[src/rtl/spi_rom_burst_fetcher_if.sv]
// Bundle of request, display and SPI pad signals for the burst fetcher.
// The slave side is the fetcher; the master side is the requester or bench.
interface spi_rom_burst_fetcher_if;
   logic        req;
   logic [23:0] req_addr;
   logic        busy;
   logic        done;
   logic        swap;
   logic        shift_en;
   logic        pixel_out;
   logic        spi_cs;
   logic        spi_sclk;
   logic        spi_mosi;
   logic        spi_miso;

   // Handshake: req is a one-cycle pulse taken only while busy=0; busy stays
   // high until the cycle in which done pulses, and req may be reissued then.
   modport slave (
      input  req, req_addr, swap, shift_en, spi_miso,
      output busy, done, pixel_out, spi_cs, spi_sclk, spi_mosi
   );

   modport master (
      output req, req_addr, swap, shift_en, spi_miso,
      input  busy, done, pixel_out, spi_cs, spi_sclk, spi_mosi
   );
endinterface

[src/rtl/spi_rom_burst_fetcher.sv]
// Double-buffered SPI flash burst reader: fetches BUFFER_DEPTH bits into the
// back bank while the pixel logic shifts the front bank out.
module spi_rom_burst_fetcher #(
   parameter int BUFFER_DEPTH = 128,
   parameter int DUMMY_CYCLES = 0,
   parameter int MISO_LAG     = 0
) (
   input  logic                    clk,
   input  logic                    reset,
   spi_rom_burst_fetcher_if.slave  bus,
   output logic [2:0]              dbg_state
);

   typedef enum logic [2:0] {
      S_IDLE  = 3'd0,
      S_CMD   = 3'd1,
      S_ADDR  = 3'd2,
      S_DUMMY = 3'd3,
      S_DATA  = 3'd4
   } state_t;

   localparam int              CW         = $clog2(BUFFER_DEPTH + MISO_LAG + DUMMY_CYCLES + 33);
   localparam logic [7:0]      CMD_BYTE   = (DUMMY_CYCLES == 0) ? 8'h03 : 8'h0B;
   localparam logic [CW-1:0]   CMD_LAST   = CW'(7);
   localparam logic [CW-1:0]   ADDR_LAST  = CW'(23);
   localparam logic [CW-1:0]   DUMMY_LAST = CW'((DUMMY_CYCLES > 0) ? DUMMY_CYCLES - 1 : 0);
   localparam logic [CW-1:0]   DATA_LAST  = CW'(BUFFER_DEPTH + MISO_LAG - 1);
   localparam logic [CW-1:0]   LAG_C      = CW'(MISO_LAG);

   state_t                  state_q, state_d;
   logic [CW-1:0]           cnt_q, cnt_d;
   logic [31:0]             sh_q, sh_d;
   logic                    bank_q, bank_d;
   logic [BUFFER_DEPTH-1:0] buf0_q, buf0_d, buf1_q, buf1_d;
   logic                    done_q, done_d;

   logic busy;
   logic accept;
   logic swap_ok;
   logic capture;
   logic mosi;

   always_ff @(posedge clk) begin
      if (reset) begin
         state_q <= S_IDLE;
         cnt_q   <= '0;
      end else begin
         state_q <= state_d;
         cnt_q   <= cnt_d;
      end
   end

   // cnt_q counts cycles within the current phase and restarts at every phase change.
   always_comb begin
      state_d = state_q;
      cnt_d   = cnt_q + CW'(1);
      unique case (state_q)
         S_IDLE: begin
            cnt_d = '0;
            if (bus.req) state_d = S_CMD;
         end
         S_CMD: if (cnt_q == CMD_LAST) begin
            state_d = S_ADDR;
            cnt_d   = '0;
         end
         S_ADDR: if (cnt_q == ADDR_LAST) begin
            state_d = (DUMMY_CYCLES > 0) ? S_DUMMY : S_DATA;
            cnt_d   = '0;
         end
         S_DUMMY: if (cnt_q == DUMMY_LAST) begin
            state_d = S_DATA;
            cnt_d   = '0;
         end
         S_DATA: if (cnt_q == DATA_LAST) begin
            state_d = S_IDLE;
            cnt_d   = '0;
         end
         default: begin
            state_d = S_IDLE;
            cnt_d   = '0;
         end
      endcase
   end

   // The first MISO_LAG data cycles only drain the pad pipeline, so capture waits.
   always_comb begin
      busy    = (state_q != S_IDLE);
      accept  = (state_q == S_IDLE) && bus.req;
      swap_ok = !busy && bus.swap;
      capture = (state_q == S_DATA) && ((cnt_q + CW'(1)) > LAG_C);
      done_d  = (state_q == S_DATA) && (cnt_q == DATA_LAST);
      mosi    = ((state_q == S_CMD) || (state_q == S_ADDR)) && sh_q[31];
   end

   always_comb begin
      sh_d   = sh_q;
      bank_d = bank_q;
      buf0_d = buf0_q;
      buf1_d = buf1_q;
      if (accept) begin
         sh_d = {CMD_BYTE, bus.req_addr};
      end else if ((state_q == S_CMD) || (state_q == S_ADDR)) begin
         sh_d = {sh_q[30:0], 1'b0};
      end
      // Swap beats shift; capture only happens while busy, so never alongside a swap.
      if (swap_ok) begin
         bank_d = ~bank_q;
      end else if (bus.shift_en) begin
         if (bank_q) buf1_d = {buf1_q[BUFFER_DEPTH-2:0], 1'b0};
         else        buf0_d = {buf0_q[BUFFER_DEPTH-2:0], 1'b0};
      end
      if (capture) begin
         if (bank_q) buf0_d = {buf0_q[BUFFER_DEPTH-2:0], bus.spi_miso};
         else        buf1_d = {buf1_q[BUFFER_DEPTH-2:0], bus.spi_miso};
      end
   end

   always_ff @(posedge clk) begin
      if (reset) begin
         sh_q   <= '0;
         bank_q <= 1'b0;
         buf0_q <= '0;
         buf1_q <= '0;
         done_q <= 1'b0;
      end else begin
         sh_q   <= sh_d;
         bank_q <= bank_d;
         buf0_q <= buf0_d;
         buf1_q <= buf1_d;
         done_q <= done_d;
      end
   end

   assign bus.busy      = busy;
   assign bus.done      = done_q;
   assign bus.spi_cs    = busy;
   assign bus.spi_mosi  = mosi;
   assign bus.spi_sclk  = ~clk;
   assign bus.pixel_out = bank_q ? buf1_q[BUFFER_DEPTH-1] : buf0_q[BUFFER_DEPTH-1];
   assign dbg_state     = state_q;

endmodule

[src/flat_wrapper.sv]
// flat-port wrapper written by rule: the top's interface ports become plain ports
module spi_rom_burst_fetcher_flat 
#(
   parameter int BUFFER_DEPTH = 128,
   parameter int DUMMY_CYCLES = 0,
   parameter int MISO_LAG     = 0
)
  (clk, reset, dbg_state, bus_req, bus_req_addr, bus_swap, bus_shift_en, bus_spi_miso, bus_busy, bus_done, bus_pixel_out, bus_spi_cs, bus_spi_sclk, bus_spi_mosi);
  spi_rom_burst_fetcher_if bus_i ();
  input  logic clk;
  input  logic reset;
  output logic [2:0] dbg_state;
  input wire logic [$bits(bus_i.req)-1:0] bus_req;
  input wire logic [$bits(bus_i.req_addr)-1:0] bus_req_addr;
  input wire logic [$bits(bus_i.swap)-1:0] bus_swap;
  input wire logic [$bits(bus_i.shift_en)-1:0] bus_shift_en;
  input wire logic [$bits(bus_i.spi_miso)-1:0] bus_spi_miso;
  output wire logic [$bits(bus_i.busy)-1:0] bus_busy;
  output wire logic [$bits(bus_i.done)-1:0] bus_done;
  output wire logic [$bits(bus_i.pixel_out)-1:0] bus_pixel_out;
  output wire logic [$bits(bus_i.spi_cs)-1:0] bus_spi_cs;
  output wire logic [$bits(bus_i.spi_sclk)-1:0] bus_spi_sclk;
  output wire logic [$bits(bus_i.spi_mosi)-1:0] bus_spi_mosi;
  assign bus_i.req = bus_req;
  assign bus_i.req_addr = bus_req_addr;
  assign bus_i.swap = bus_swap;
  assign bus_i.shift_en = bus_shift_en;
  assign bus_i.spi_miso = bus_spi_miso;
  assign bus_busy = bus_i.busy;
  assign bus_done = bus_i.done;
  assign bus_pixel_out = bus_i.pixel_out;
  assign bus_spi_cs = bus_i.spi_cs;
  assign bus_spi_sclk = bus_i.spi_sclk;
  assign bus_spi_mosi = bus_i.spi_mosi;
  spi_rom_burst_fetcher #(.BUFFER_DEPTH(BUFFER_DEPTH), .DUMMY_CYCLES(DUMMY_CYCLES), .MISO_LAG(MISO_LAG)) u_core (.clk(clk), .reset(reset), .bus(bus_i), .dbg_state(dbg_state));
endmodule
[config.mk]
export PLATFORM = sky130hd
export DESIGN_NAME = spi_rom_burst_fetcher_flat
export DESIGN_NICKNAME = d
export VERILOG_FILES = /design/src/rtl/spi_rom_burst_fetcher_if.sv /design/src/rtl/spi_rom_burst_fetcher.sv /design/src/flat_wrapper.sv
export SDC_FILE = /design/constraint.sdc
export NUM_CORES = 1
export LEC_CHECK = 0
export CAP_MARGIN = 20
export CORE_MARGIN = 2
export CORE_UTILIZATION = 52
export CTS_CLUSTER_SIZE = 20
export DETAILED_ROUTE_END_ITERATION = 16
export GPL_TIMING_DRIVEN = 1
export HOLD_SLACK_MARGIN = 0.03
export PLACE_DENSITY = 0.78
export RECOVER_POWER = 25
export SYNTH_ARGS = -nofsm -noshare
export SYNTH_HDL_FRONTEND = slang
export SYNTH_SLANG_ARGS = --single-unit
[constraint.sdc]
create_clock -name clk -period 6.4 [get_ports clk]
set_input_delay 0.96 -clock clk [delete_from_list [all_inputs] [get_ports clk]]
set_output_delay 0.96 -clock clk [all_outputs]
set_load 0.01 [all_outputs]
==> metrics.md, run 1 <==
| Metric | Value |
|---|---|
| Violated checks | `max-capacitance violations, max-slew violations` |
| I/O pins | `39` |
| Diodes inserted | `0` |
| Number of flops mapped to enable cells by yosys | `0` |
| Drt initial violations | `1032` |
| Register Area | `between 6000 and 7000 um^2` |
| Synth Area in XOR/XNOR | `less than 1%` |
| Clk Tree Root Cell | `clkbuf_16` |
| Reg2Reg Setup Slack | `~2400 ps` |
| DRT Wirelength | `30600 um` |
| Initial antenna violation count | `0` |
| Antenna Nets Post-Route | `0` |
| Post-synthesis mux area share | `between 10% and 20%` |
| Synth Area in Adders | `less than 1%` |
| Synth Area in Simple Gates | `~4.3%` |
| Fin cells | `about 1800` |
| CTS resizes | `0` |
| Worst setup SP type | `input pin` |
| Core area | `27900 um^2` |
| Max-cap violations | `2` |
| Fraction of registers with async set/reset | `0%` |
| TNS Setup | `0 ps` |
| Die ar. | `about 30000 um^2` |
| Switching part of the total power | `between 20% and 30%` |
| Clk Latency, worst-skew pair | `approximately 500 ps` |
| Cell count after synthesis | `approximately 1500` |
| First-pass GRT wire length | `around 52000 um` |
| Area Growth Syn to Fin | `8.84%` |
| Data required time at the worst endpoint | `around 6800 ps` |
| Largest fanout on the critical path | `117` |
| Hold Crit Class | `reg -> reg` |
| Ys Warns | `0` |
| Nets | `between 1000 and 1500` |
| Hold path depth | `2` |
| Total track usage | `19.5%` |
| Sequential power share | `between 40% and 50%` |
| Count of input and output buffers | `38` |
| Hold_buf cts | `0` |
| Synth Register Bits | `301` |
| First-pass DRT Iterations | `5` |
| Setup violators final | `0` |
| RePlAce Congestion | `0.728` |
| Total internal power | `about 3.4 mW` |
| Vias in the first global route | `11100` |
| Status | `complete, but fails checks` |
| Hpwl dp | `between 10000 and 15000 um` |
| Final Max Tran Viols | `about 170` |
| VDD IR-drop max | `roughly 0.27 mV` |
| Hold Path End | `u_core.sh_q[31]` |
| Rows | `61` |
| Crit path arrival time | `~5700 ps` |
| FMAX | `~190 MHz` |
| Reg2reg end | `u_core.buf1_q[17]` |
| CP Class | `in -> reg` |
| Total gr overflow | `0` |
| Via count | `around 11000` |
| Syn Area/Cell | `between 10 and 15 um^2` |
| Largest net degree at the start of global routing | `134` |
| Clk slew on worst S/H paths | `roughly 50 ps` |
| Fraction of the mapped netlist area in compound gates | `approximately 31%` |
| Htree depth | `2` |
| Hold Crit Start | `u_core.sh_q[31]` |
| Total CTS buffers | `35` |
| Worst-Margin Slew | `between 4000 and 5000 ps` |
| Most common flop cell mapped by yosys | `dfxtp_1` |
| Die height | `approximately 170 um` |
| Multi-input logic area | `7850 um^2` |
| RSZ-0062 raised after global routing | `false` |
| Seq/Total Area, Yosys | `between 40% and 50%` |
| Fillers | `~2400` |
| Largest family of logic cells by synthesized area | `compound AO/OA/AOI/OAI gates` |
| R2R depth | `4` |
| Setup Skew | `20.4 ps` |
| CP endpoint kind | `register` |
| Area of the mapped netlist | `approximately 15000 um^2` |
| DRC | `0` |
| Share of layout cells above drive strength 1 | `just over 9%` |
| Net Sw Power | `around 1.2 mW` |
| Distinct cells, synth | `44` |
| Slew Limit Headroom | `-190%` |
| Final hold violations | `0` |
| Clock Path Buffers | `3` |
| Cell Count Post-Placement | `roughly 1700` |
| Syn_nets | `roughly 1500` |
| FF-to-FF Start | `u_core.bank_q` |
| Routed WL per cell | `between 15 and 20 um` |
| Via-to-Cell Ratio | `roughly 6.5` |
| Initial Util | `~53%` |
| LEAKAGE | `around 5.6 nW` |
| Pwr Density | `291 nW/um^2` |
| CTS tree | `built` |
| Comb pwr share | `13.4%` |
| Power share of the clock group | `between 40% and 50%` |
| Die width | `173 um` |
| Final min period | `roughly 5300 ps` |
| Period utilization | `slightly above 80%` |
| Number of setup buffers added after CTS | `0` |
-- cell usage after synthesis (7+ instances only) --
cell | instances | area share (%)
a211oi_1 | 338 | 17
dfxtp_1 | 301 | 41
mux2i_1 | 255 | 17
clkbuf_1 | 148 | 3.8
a2111oi_0 | 126 | 7.5
nand2_1 | 65 | 1.6
a211oi_2 | 40 | 3.4
nor2_1 | 36 | 0.91
buf_2 | 27 | 0.91
a311oi_1 | 21 | 1.2
buf_6 | 18 | 1.4
a21oi_1 | 15 | 0.51
buf_1 | 8 | 0.20
inv_1 | 7 | 0.18
nand2b_1 | 7 | 0.30
-- cell usage in the layout, fill, tap and decap left out, drive strengths merged, types with 4 or more instances in the layout --
| master | netlist | layout |
|---|---|---|
| xor2 | 4 | 4 |
| a211o | 5 | 5 |
| mux2i | 255 | 255 |
| dfxtp | 301 | 301 |
| dlygate4sd3 | 0 | 6 |
| a21oi | 15 | 15 |
| o21ai | 4 | 4 |
| a311oi | 21 | 21 |
| nand2 | 65 | 65 |
| nor3 | 6 | 6 |
| inv | 7 | 8 |
| a2111oi | 126 | 126 |
| nor2 | 36 | 36 |
| or3 | 4 | 4 |
| nand2b | 7 | 7 |
| buf | 57 | 19 |
| clkinv | 0 | 6 |
| clkbuf | 149 | 52 |
| nand3 | 4 | 4 |
| a211oi | 378 | 378 |
| clkdlybuf4s50 | 0 | 31 |
-- power by group through the flow --
stage / Combinational [mW] / Sequential, mW / Clock [mW]
floorplan: 0.535 / 2.09 / 0.00614
global placement: 0.609 / 2.13 / 0.0181
detailed placement: 0.624 / 2.13 / 0.0181
CTS: 0.629 / 2.09 / 2.01
global route: 0.687 / 2.11 / 2.09
finish: 0.629 / 2.09 / 1.96
-- metal layers --
layer	GRT usage [%]	vias up	routed length (um)
li1	-	5649	-
met1	26.0	5648	14900
met2	33.7	172	14400
met3	2.73	29	911
met4	4.52	0	389
met5	0	-	0
-- kinds of logic (layout without fill, tap and decap cells) --
group	after synthesis	count (layout)
muxes	256	256
DFF	301	301
AOI/OAI and AO/OA	558	558
adders and majority gates	2	2
and+or+nand+nor	140	140
xor gates and xnor gates	5	5
buffers and inverters	213	127
-- through the flow --
| step | power [mW] | worst slack (ps) | cell area [um^2] | hold WS (ps) | util, % |
|---|---|---|---|---|---|
| after global placement | 2.75 | 1700 | 14900 | 437 | 53.4 |
| after global routing | 4.88 | 702 | 16100 | 468 | 57.7 |
| after detailed placement | 2.77 | 1700 | 14900 | 444 | 53.4 |
| after CTS | 4.73 | 1140 | 16100 | 448 | 57.5 |
| after floorplan | 2.63 | 2170 | 14800 | 432 | - |
| final | 4.69 | 1080 | 16100 | 447 | 57.7 |
-- sequential cells by signal (all words and copies together) (netlist names) --
register          flops
u_core.bank_q         1
u_core.buf0_q       128
u_core.buf1_q       128
u_core.bus.done       1
u_core.cnt_q          8
u_core.dbg_state      3
u_core.sh_q          32
-- critical path, stage by stage --
cell and delay, ps:
dlymetal6s4s_1 3130, clkbuf_2 1140, nand2b_1 310, a21oi_1 60
-- cell type report --
cell class | instances | share of cell area (%)
Clock buffer | 52 | 6.50
Clock inverter | 12 | 0.683
Inverter | 6 | 0.140
Multi-Input combinational cell | 961 | 48.7
Sequential cell | 301 | 37.4
Tap cell | 378 | 2.93
Timing Repair Buffer | 57 | 3.68
-- worst max-delay path by stage --
stage | to | slack [ps] | startpoint | depth (start not counted)
floorplan | bus_spi_sclk | 2170 | clk | 1
global placement | bus_spi_sclk | 1700 | clk | 2
detailed placement | bus_spi_sclk | 1700 | clk | 2
CTS | bus_spi_sclk | 1140 | clk | 5
global route | u_core.sh_q[30] | 700 | reset | 4
finish | u_core.sh_q[27] | 1080 | reset | 4
(Power assumes the default switching activity.)
==> run 2: changes to the inputs <==
==> constraint.sdc (replaced) <==
create_clock -name clk -period 5 [get_ports clk]
set_input_delay 0.75 -clock clk [delete_from_list [all_inputs] [get_ports clk]]
set_output_delay 0.75 -clock clk [all_outputs]
set_load 0.01 [all_outputs]
==> run 2 against run 1 <==
Against the previous run: the flow still finishes with violations (max-capacitance violations, max-slew violations); power rose by 27%; hold slack improved by 5.1 ps; core utilization is 0.21 points lower; register-to-register slack worse by 1600 ps; clock power rose by 26%; sequential power rose by 28%; global-route usage rose by 0.25 points; non-clock buffer count up 3; combinational power up 29%; die area is the same; first-iteration DRC count grew 9.8%; critical endpoint is now bus_spi_sclk; highest routed layer unchanged.
==> metrics.md, run 2 (synthesis gave the netlist of run 1 again) <==
| Metric | Value |
|---|---|
| Reg2Reg Setup Slack | `740 ps (-1610 ps)` |
| Switching part of the total power | `26.7% (+0.19 points)` |
| Total internal power | `4.37 mW (+27%)` |
| Hold Crit Class | `reg -> reg` |
| Power share of the clock group | `41.4% (-0.5 points)` |
| LEAKAGE | `5.58 nW (-0.44%)` |
| Biggest regs | `u_core.buf0_q (128), u_core.buf1_q (128), u_core.sh_q (32)` |
| Multi-input logic area | `7810 um^2 (-0.48%)` |
| Antenna Nets Post-Route | `0 (unchanged)` |
| Cell Count Post-Placement | `1708 (+0.29%)` |
| CTS resizes | `0 (unchanged)` |
| Initial antenna violation count | `0 (unchanged)` |
| Register Area | `6030 um^2 (unchanged)` |
| Comb pwr share | `13.6% (+0.2 points)` |
| Commonest cells after routing, fill and taps aside | `343 x a211oi_1, 301 x dfxtp_1, 255 x mux2i_1` |
| Cells along the critical path | `clkbuf_16 -> clkbuf_16 -> clkbuf_16 -> inv_1 -> clkdlybuf4s50_1` |
| Drt initial violations | `1133 (+9.8%)` |
| FF-to-FF Start | `u_core.bank_q` |
| Diodes inserted | `0 (unchanged)` |
| R2R depth | `4 (unchanged)` |
| Vias in the first global route | `11500 (+3.6%)` |
| Clk Latency, worst-skew pair | `520 ps (about the same)` |
| TNS Setup | `0 ps (unchanged)` |
| Total gr overflow | `0 (unchanged)` |
| Via count | `11600 (+1.2%)` |
| Setup violators final | `0 (unchanged)` |
| VDD IR-drop max | `0.399 mV (+47%)` |
| Die ar. | `29800 um^2 (unchanged)` |
| Worst setup SP type | `clock port` |
| Die width | `173 um (unchanged)` |
| First-pass GRT wire length | `53200 um (+1.5%)` |
| Crit path arrival time | `3570 ps (-2130 ps)` |
| CP Class | `clk -> out` |
| Max-cap violations | `2 (unchanged)` |
| Htree depth | `2 (unchanged)` |
| Setup Skew | `22.5 ps (+2.15 ps)` |
| I/O pins | `39 (unchanged)` |
| Core area | `27900 um^2 (unchanged)` |
| Slowest-stage cell, CP | `clkdlybuf4s50_1` |
| Nets | `1398 (+0.14%)` |
| Clock Path Buffers | `3 (unchanged)` |
| Routed WL per cell | `17.5 um (+0.83%)` |
| Worst-Margin Slew | `3150 ps (-1210 ps)` |
| Total design power | `5.96 mW (+27%)` |
| Die height | `173 um (unchanged)` |
| Largest net degree at the start of global routing | `148 (+10%)` |
| Initial Util | `53.0% (unchanged)` |
| Reg2reg end | `u_core.buf0_q[116]` |
| Rows | `61 (unchanged)` |
| Clk Tree Root Cell | `clkbuf_16` |
| Post-Place Setup Slack | `1210 ps (-490 ps)` |
| DRC | `0 (unchanged)` |
| Pwr Density | `371 nW/um^2 (+28%)` |
| Fin cells | `1769 (+0.11%)` |
| Fillers | `2358 (-0.59%)` |
| Violated checks | `max-capacitance violations, max-slew violations` |
| Hold_buf cts | `0 (unchanged)` |
| Status | `complete, but fails checks` |
| Clk slew on worst S/H paths | `50 ps (about the same)` |
| Data required time at the worst endpoint | `4250 ps (-2530 ps)` |
| RSZ-0062 raised after global routing | `false` |
| Sequential power share | `45.0% (+0.3 points)` |
| Commonest non-fill, non-tap cell in the layout | `a211oi_1` |
| Largest fanout on the critical path | `9 (-92%)` |
| RePlAce Congestion | `0.724 (-0.59%)` |
| Slew Limit Headroom | `-110% (+81 points)` |
| Area Growth Syn to Fin | `8.44%` |
| Final worst setup slack | `676 ps (-404 ps)` |
| Critical Path Most Common Cell | `clkbuf_16` |
| Via-to-Cell Ratio | `6.58 (+1.1%)` |
| Final Max Tran Viols | `196 (+19%)` |
| Total track usage | `19.8% (+0.25 points)` |
| Final hold violations | `0 (unchanged)` |
| Share of layout cells above drive strength 1 | `8.63% (-0.44 points)` |
| Critical path origin | `clk` |
| Number of setup buffers added after CTS | `0 (unchanged)` |
| Total CTS buffers | `34 (-2.9%)` |
| Max incr delay on CP | `520 ps (-2610 ps)` |
| CP endpoint kind | `primary output` |
| CTS tree | `built` |
| Net Sw Power | `1.60 mW (+28%)` |
| First-pass DRT Iterations | `5 (unchanged)` |
| Hpwl dp | `15000 um (+4.0%)` |
| Crit path to | `bus_spi_sclk` |
| DRT Wirelength | `30900 um (+0.95%)` |
| Count of input and output buffers | `38 (unchanged)` |
-- run 2: power by group through the flow --
| stage | logic, mW | registers (mW) | clock network (mW) |
|---|---|---|---|
| after detailed placement | 0.812 | 2.73 | 0.0231 |
| after CTS | 0.817 | 2.68 | 2.52 |
| after global routing | 0.886 | 2.70 | 2.61 |
| after floorplan | 0.685 | 2.67 | 0.00786 |
| final | 0.813 | 2.68 | 2.47 |
| after global placement | 0.783 | 2.72 | 0.0231 |
-- run 2: final cells by class --
type / instances / area share (%)
Timing Repair Buffer: 60 / 3.84
Tap cell: 378 / 2.95
Multi-Input combinational cell: 961 / 48.6
Clock inverter: 13 / 0.842
Sequential cell: 301 / 37.5
Inverter: 6 / 0.140
Clock buffer: 50 / 6.09
-- run 2: per-stage QoR --
step                util [%]  area (um^2)  hold slack, ps
finish                  57.5        16100             452
global route            57.5        16100             475
CTS                     57.7        16100             455
detailed placement      53.7        15000             447
global placement        53.7        15000             437
floorplan                  -        14800             432
-- run 2: layer usage --
layer  vias up  GRT usage [%]  part of all wire, %  wire length [um]
li1       5661              -                    -                 -
met1      5736           25.6                   48             14900
met2       194           34.6                   47             14400
met3        47           2.75                  3.1               944
met4         0           5.37                  1.8               562
met5         -              0                    0                 0
-- run 2: how the worst min path moves through the flow --
| stage | from | end | slack [ps] | cells after the start |
|---|---|---|---|---|
| 3_3_place_gp | u_core.sh_q[30] | u_core.sh_q[31] | 440 | 2 |
| 3_5_place_dp | u_core.sh_q[29] | u_core.sh_q[30] | 450 | 2 |
| 2_1_floorplan | u_core.sh_q[31] | u_core.sh_q[31] | 430 | 2 |
| 6_report | u_core.sh_q[28] | u_core.sh_q[29] | 450 | 2 |
| 5_1_grt | u_core.sh_q[30] | u_core.sh_q[31] | 480 | 2 |
| 4_1_cts | u_core.sh_q[30] | u_core.sh_q[30] | 460 | 2 |
-- run 2: critical path: cells and delay by family --
family                 cells  cell delay, ps
buffers and inverters      5            1080
==> run 3: changes to the inputs <==
==> constraint.sdc (replaced) <==
create_clock -name clk -period 5 [get_ports clk]
set_input_delay 1 -clock clk [delete_from_list [all_inputs] [get_ports clk]]
set_output_delay 1 -clock clk [all_outputs]
set_load 0.01 [all_outputs]
==> run 3 against run 2 <==
Against the previous run: non-clock buffer count fell by 5; the run still ends with max-capacitance violations, max-slew violations left; via count fell by 0.47%; die area did not move; highest routed layer unchanged.
==> metrics.md, run 3 (synthesis gave the netlist of run 1 again) <==
| Metric | Value |
|---|---|
| Rows | `61 (unchanged)` |
| Nets | `1393 (-0.36%)` |
| Final Max Tran Viols | `210 (+7.1%)` |
| Clk Latency, worst-skew pair | `520 ps (about the same)` |
| Crit path to | `u_core.buf1_q[125]` |
| First-pass DRT Iterations | `4 (-1)` |
| Comb pwr share | `13.6% (about the same)` |
| Die height | `173 um (unchanged)` |
| Htree depth | `2 (unchanged)` |
| I/O pins | `39 (unchanged)` |
| LEAKAGE | `5.53 nW (-0.75%)` |
| Core area | `27900 um^2 (unchanged)` |
| Period utilization | `roughly 93%` |
| Fillers | `2391 (+1.4%)` |
| Commonest non-fill, non-tap cell in the layout | `a211oi_1` |
| Pwr Density | `367 nW/um^2 (-1.2%)` |
| Share of layout cells above drive strength 1 | `9.03% (+0.40 points)` |
| First-pass GRT wire length | `53000 um (-0.44%)` |
| Total internal power | `4.26 mW (-2.5%)` |
| Total track usage | `19.7% (-0.065 points)` |
| Reg2reg end | `u_core.buf1_q[125]` |
| Hold Crit Class | `reg -> reg` |
| Area Growth Syn to Fin | `7.98%` |
| Violated checks | `max-capacitance violations, max-slew violations` |
| Worst-Margin Slew | `3300 ps (+150 ps)` |
| Slew Limit Headroom | `-120% (-10 points)` |
| Hold_buf cts | `0 (unchanged)` |
| Total CTS buffers | `34 (unchanged)` |
| VDD IR-drop max | `0.307 mV (-23%)` |
| Max incr delay on CP | `1820 ps (+1300 ps)` |
| Crit path arrival time | `4850 ps (+1280 ps)` |
| FF-to-FF Start | `u_core.bank_q` |
| CP endpoint kind | `register` |
| Fin cells | `1762 (-0.40%)` |
| Switching part of the total power | `27.4% (+0.70 points)` |
| DRT Wirelength | `30800 um (-0.27%)` |
| Via-to-Cell Ratio | `6.57 (about the same)` |
| Die width | `173 um (unchanged)` |
| Number of setup buffers added after CTS | `0 (unchanged)` |
| Final min period | `roughly 4600 ps` |
| Die ar. | `29800 um^2 (unchanged)` |
| Largest fanout on the critical path | `130 (+121)` |
| Status | `complete, but fails checks` |
| Slowest-stage cell, CP | `dfxtp_1` |
| DRC | `0 (unchanged)` |
| Max-cap violations | `2 (unchanged)` |
| Drt initial violations | `975 (-14%)` |
| Setup violators final | `0 (unchanged)` |
| Initial antenna violation count | `0 (unchanged)` |
| Cells along the critical path | `clkbuf_2 -> nand3b_1 -> buf_8 -> mux2i_1 -> a211oi_1` |
| Via count | `11600 (-0.47%)` |
| CTS resizes | `0 (unchanged)` |
| Diodes inserted | `0 (unchanged)` |
| Vias in the first global route | `11500 (-0.13%)` |
| Hpwl dp | `15100 um (+0.69%)` |
| TNS Setup | `0 ps (unchanged)` |
| CTS tree | `built` |
| Data required time at the worst endpoint | `5210 ps (+960 ps)` |
| Net Sw Power | `1.61 mW (+0.99%)` |
| Power share of the clock group | `40.6% (-0.8 points)` |
| Cell Count Post-Placement | `1703 (-0.29%)` |
| Final hold violations | `0 (unchanged)` |
| Biggest regs | `u_core.buf0_q (128), u_core.buf1_q (128), u_core.sh_q (32)` |
| FMAX | `between 200 and 250 MHz` |
| Count of input and output buffers | `38 (unchanged)` |
| Setup Skew | `30.2 ps (+7.64 ps)` |
| Largest net degree at the start of global routing | `149 (+0.68%)` |
| Commonest cells after routing, fill and taps aside | `338 x a211oi_1, 301 x dfxtp_1, 255 x mux2i_1` |
| Critical path origin | `u_core.bank_q` |
| Routed WL per cell | `17.5 um (+0.13%)` |
| Sequential power share | `45.8% (+0.8 points)` |
| Clock Path Buffers | `3 (unchanged)` |
| R2R depth | `5 (+1)` |
| RePlAce Congestion | `0.728 (+0.64%)` |
| Worst setup SP type | `register` |
| Antenna Nets Post-Route | `0 (unchanged)` |
| CP Class | `reg -> reg` |
| Total gr overflow | `0 (unchanged)` |
| Reg2Reg Setup Slack | `360 ps (-380 ps)` |
| Initial Util | `53.0% (unchanged)` |
| Clk Tree Root Cell | `clkbuf_16` |
| Clk slew on worst S/H paths | `60 ps (about the same)` |
| RSZ-0062 raised after global routing | `false` |
-- run 3: worst min path at each step --
stage | startpoint | end | slack, ps | depth (start not counted)
final | u_core.sh_q[25] | u_core.sh_q[26] | 450 | 2
after global routing | u_core.sh_q[26] | u_core.sh_q[27] | 470 | 2
after CTS | u_core.sh_q[25] | u_core.sh_q[26] | 450 | 2
after detailed placement | u_core.sh_q[25] | u_core.sh_q[26] | 440 | 2
after global placement | u_core.sh_q[30] | u_core.sh_q[31] | 440 | 2
after floorplan | u_core.sh_q[31] | u_core.sh_q[31] | 430 | 2
-- run 3: area by class of cell --
cell class              count  area [um^2]  share of cell area [%]
clock buffers              43          952                    5.95
well taps                 378          473                    2.96
multi-input cells         961         7850                    49.1
repair buffers             55          548                    3.43
clock inverters            18          124                   0.775
flip-flops and latches    301         6030                    37.7
inverters                   6         22.5                   0.141
-- run 3: power by group through the flow --
stage	sequential [mW]	clock, mW	combinational, mW
floorplan	2.67	0.00786	0.685
global placement	2.73	0.0231	0.772
detailed placement	2.73	0.0231	0.794
CTS	2.69	2.44	0.799
global route	2.71	2.53	0.874
finish	2.69	2.38	0.800
-- run 3: per-stage QoR --
stage	hold WS (ps)	cell area [um^2]	utilization, %	setup WS (ps)	power, mW
after global routing	474	16000	57.2	195	6.11
after global placement	437	14900	53.5	959	3.52
after CTS	452	16000	57.3	398	5.92
after detailed placement	444	15000	53.5	959	3.55
after floorplan	432	14800	-	1430	3.37
final	450	16000	57.2	360	5.87
-- run 3: per-layer routing --
layer  up-vias  share of wire (%)  track usage, %
met5         -                  0               0
met2       181                 47            34.0
met1      5711                 48            25.8
li1       5640                  -               -
met4         0                2.0            5.65
met3        51                3.5            2.75
-- run 3: critical path: cells and delay by family, from the launching register on --
kind	cells	cell delay [ps]
muxes	1	340
AOI/OAI and AO/OA	1	110
and+or+nand+nor	1	240
buffers and inverters	2	1640
DFF	1	1820
